==> src/rtl/imm_gen.sv <==
// RV32I immediate generator for the flintRV decode stage.
// Decodes the immediate format from the opcode and registers the sign-extended result.
module imm_gen #(
    parameter int XLEN = 32
) (
    input  logic            i_clk,
    input  logic            i_rst,
    input  logic            i_en,
    input  logic [XLEN-1:0] i_instr,
    output logic [XLEN-1:0] o_imm
);

    localparam logic [6:0] OP_LOAD   = 7'b0000011;
    localparam logic [6:0] OP_OP_IMM = 7'b0010011;
    localparam logic [6:0] OP_JALR   = 7'b1100111;
    localparam logic [6:0] OP_SYSTEM = 7'b1110011;
    localparam logic [6:0] OP_STORE  = 7'b0100011;
    localparam logic [6:0] OP_BRANCH = 7'b1100011;
    localparam logic [6:0] OP_LUI    = 7'b0110111;
    localparam logic [6:0] OP_AUIPC  = 7'b0010111;
    localparam logic [6:0] OP_JAL    = 7'b1101111;

    typedef enum logic [2:0] {
        FMT_NONE,
        FMT_I,
        FMT_S,
        FMT_B,
        FMT_U,
        FMT_J
    } imm_fmt_e;

    imm_fmt_e        imm_fmt;
    logic [6:0]      opcode;
    logic            sign_bit;
    logic [XLEN-1:0] imm_next;

    assign opcode   = i_instr[6:0];
    assign sign_bit = i_instr[31];

    // Only the opcode picks the format; funct3/funct7 never participate.
    always_comb begin
        imm_fmt = FMT_NONE;
        case (opcode)
            OP_LOAD, OP_OP_IMM, OP_JALR, OP_SYSTEM: imm_fmt = FMT_I;
            OP_STORE:                               imm_fmt = FMT_S;
            OP_BRANCH:                              imm_fmt = FMT_B;
            OP_LUI, OP_AUIPC:                       imm_fmt = FMT_U;
            OP_JAL:                                 imm_fmt = FMT_J;
            default:                                imm_fmt = FMT_NONE;
        endcase
    end

    // Shift-immediates pass the raw I-field through, funct7 bits included.
    always_comb begin
        imm_next = '0;
        case (imm_fmt)
            FMT_I: imm_next = {{20{sign_bit}}, i_instr[31:20]};
            FMT_S: imm_next = {{20{sign_bit}}, i_instr[31:25], i_instr[11:7]};
            FMT_B: imm_next = {{19{sign_bit}}, i_instr[31], i_instr[7],
                               i_instr[30:25], i_instr[11:8], 1'b0};
            FMT_U: imm_next = {i_instr[31:12], 12'b0};
            FMT_J: imm_next = {{11{sign_bit}}, i_instr[31], i_instr[19:12],
                               i_instr[20], i_instr[30:21], 1'b0};
            default: imm_next = '0;
        endcase
    end

    always_ff @(posedge i_clk or posedge i_rst) begin
        if (i_rst) begin
            o_imm <= '0;
        end else if (i_en) begin
            o_imm <= imm_next;
        end
    end

endmodule

==> config.mk <==
export PLATFORM = sky130hd
export DESIGN_NAME = imm_gen
export DESIGN_NICKNAME = d
export VERILOG_FILES = /design/src/rtl/imm_gen.sv
export SDC_FILE = /design/constraint.sdc
export NUM_CORES = 1
export LEC_CHECK = 0
export BUFFER_PORTS_ARGS = -buffer_cell sky130_fd_sc_hd__clkbuf_2
export CAP_MARGIN = 20
export CELL_PAD_IN_SITES_DETAIL_PLACEMENT = 1
export CELL_PAD_IN_SITES_GLOBAL_PLACEMENT = 1
export CORE_ASPECT_RATIO = 0.6
export CORE_MARGIN = 5
export CORE_UTILIZATION = 39
export DETAILED_ROUTE_END_ITERATION = 10
export PLACE_DENSITY = 0.92
export REMOVE_ABC_BUFFERS = 1
export SETUP_SLACK_MARGIN = 0.2
export SYNTH_ARGS = -nofsm -noshare
export SYNTH_HDL_FRONTEND = slang
export SYNTH_SLANG_ARGS = --single-unit
==> constraint.sdc <==
create_clock -name i_clk -period 1.8 [get_ports i_clk]
set_input_delay 0.36 -clock i_clk [delete_from_list [all_inputs] [get_ports i_clk]]
set_output_delay 0.36 -clock i_clk [all_outputs]
set_load 0.02 [all_outputs]
==> flow_summary.yaml <==
power:
  internal_power_mw: 1.16
  p_sw_mw: 0.454
  seq_power_share: 0.468
  p_comb_frac: 0.178
  pwr-share-clk: 0.354
  p_leak_nw: 1.15
  swShare: 0.281
  powerDensity_nw_per_um2: 677
  irDropWorstVdd_mv: 0.302
floorplan:
  io-pin-count: 67
  die_w_um: 98.1
  core_area_um2: 4540
  die_y_um: 62.8
  initial_utilization: 0.400
  rows: 19
  die_area_um2: 6160
status:
  outcome: "finished, final reports clean"
worst_setup_path:
  cpLargestDelayFamily: "compound AO/OA/AOI/OAI gates"
  slowest_stage: "a21oi_1"
  path_cells: "clkbuf_2 > nor2b_1 > a2111oi_4 > a21oi_1 > a21oi_1"
  start_kind: "input pin"
  end_kind: "flop"
  crit_type: "in -> reg"
  crit_top_cell: "a21oi_1"
  worstPathRequired_ns: 1.93
  cp.arrival_ns: 1.58
  crit_fanout: 9
  worst-path-buf-inv: 1
  max_stage_delay_ns: 0.55
route:
  drc: 0
  drtIter0Drc: 64
  vias: 1773
  first_pass_iters: 4
  wire_per_inst_um: 17.1
  viasPerCell: 5.31
  routed_wirelength_mm: 5.72
  postRouteAntennaNets: 0
cts:
  clkSinkCount: 32
  cts_buffer_depth: 2
  h-tree-depth: 2
  cts-root-buf: "clkbuf_8"
  cts_hold_buf: 0
  clk_latency_ns: 0.28
  clk_pin_slew_ns: 0.07
  cts_tree: "built"
  post_cts_buffers: 0
  cts_made_buffers: 5
  cts.repair.resized: 0
finish:
  diodes: 0
  reg.largest.list: "o_imm x32"
  largest_register_ffs: 32
  finalNonFillerCells: 334
  final_common_cell: "clkbuf_2"
  top_register: "o_imm"
  fin_util: 0.526
  drive_gt1_frac: 0.365
  area_growth_pct: 31.7
  nets: 305
  final_cell_mix: "clkbuf_2 (66), dfrtp_1 (32), nand2_1 (18), buf_4 (18), nor2_1 (17)"
  fin_area_um2: 2390
timing:
  worst_slew_margin_rel: 0.572
  setup_viol: 0
  rsz0062_at_grt: "no"
  min_period_over_period: 0.804
  fin_ws_ns: 0.352
  fmax_mhz: 691
  worst_pin_slew_ns: 0.642
  period_needed_ns: 1.45
  finalMaxSlewViolations: 0
  holdWs_ns: 0.134
  finalHoldViolations: 0
  finClkSkew_ns: 0
synthesis:
  yosysUniqueCellTypes: 39
  ys_seq_area_frac: 0.441
  avgSynthCellArea_um2: 9.30
  synthCells: 195
  async_flop_share: 1.00
  synth_seq_cells: 32
  yosysWarningCount: 0
  synth-edff-count: 0
  synth_flop_cell: "dfrtp_1"
  synth_area_um2: 1810
placement:
  numPortBuffers: 66
  gp_congestion: 0.912
  hpwl_mm: 4.39
  placed_cell_area_um2: 2300
  place_ws_ns: 0.0335
  dp.cells: 326
global_route:
  grt_max_degree: 33
  antenna_found_initial: 0
  grt_pass1_vias: 1842
  grt_overflow: 0
  grt_pass1_wl_mm: 9.34
  grt_usage: 0.190
run:
  maxCapViolations: 0
worst_hold_path:
  hp-class: "in -> async"
==> routing by layer <==
layer  up-vias  share of wire  GRT usage  wire length, um
met2        61           0.44      0.281             2510
met1       850           0.48      0.273             2750
met5         -              0          0                0
met3         9          0.068     0.0535              388
li1        853              -          -                -
met4         0          0.013     0.0415               76
==> through the flow <==
step	setup TNS (ns)	power, mW
CTS	0	1.64
floorplan	-0.327	0.902
detailed placement	0	1.06
global placement	0	1.05
finish	0	1.62
global route	0	1.70
==> path summary, 6_finish.rpt <==
check	startpoint	to	slack, ns	cells after the start
worst min register to register	o_imm[27]	o_imm[27]	0.50	1
worst min-delay path	i_rst	o_imm[21]	0.13	3
min in group i_clk	i_instr[12]	o_imm[12]	0.29	3
worst max register to register	o_imm[3]	o_imm[3]	0.88	3
worst max-delay path	i_instr[6]	o_imm[13]	0.35	5
max in group asynchronous	i_rst	o_imm[4]	1.36	3
==> cell usage after synthesis, types with 2 or more instances <==
cell type | n | share of area
nor2_1 | 17 | 0.035
a21boi_0 | 4 | 0.017
mux2i_1 | 6 | 0.033
buf_2 | 7 | 0.019
clkbuf_1 | 7 | 0.014
o2111ai_1 | 4 | 0.019
inv_1 | 16 | 0.033
a32oi_1 | 2 | 0.0097
o21ai_0 | 2 | 0.0055
a21oi_1 | 10 | 0.028
a21oi_2 | 2 | 0.0097
dfrtp_1 | 32 | 0.44
o2bb2ai_1 | 13 | 0.063
nor3_1 | 13 | 0.036
a22oi_1 | 5 | 0.021
a211oi_1 | 12 | 0.050
nand2_1 | 18 | 0.037
xnor2_1 | 2 | 0.0097
nand3b_1 | 3 | 0.012
==> power groups by stage <==
stage                     sequential [mW]  clock, mW  combinational, mW
after floorplan                     0.800          0              0.102
after global placement              0.769          0              0.281
after detailed placement            0.770          0              0.289
after CTS                           0.757      0.594              0.290
after global routing                0.759      0.624              0.316
final                               0.757      0.572              0.288
==> cell families (layout without fill, tap and decap cells) <==
family | after synthesis | in the layout | synth area share
AO/OA/AOI/OAI | 59 | 59 | 0.264
AND/OR/NAND/NOR | 63 | 63 | 0.172
flip-flops | 32 | 32 | 0.441
XOR/XNOR | 2 | 2 | 0.00966
multiplexers | 6 | 6 | 0.0331
buffers and inverters | 33 | 109 | 0.0800
==> tightest hold or removal path: stages <==
cell and delay, ns:
clkbuf_2 0.08, inv_1 0.04, buf_4 0.37
==> area by class of cell <==
class,instances,area [um2]
inverters,16,60.1
fillers,559,2150
flip-flops and latches,32,801
clock buffers,8,90.1
well taps,63,78.8
multi-input cells,130,875
repair buffers,85,485
Power figures use the tool's default switching activity.
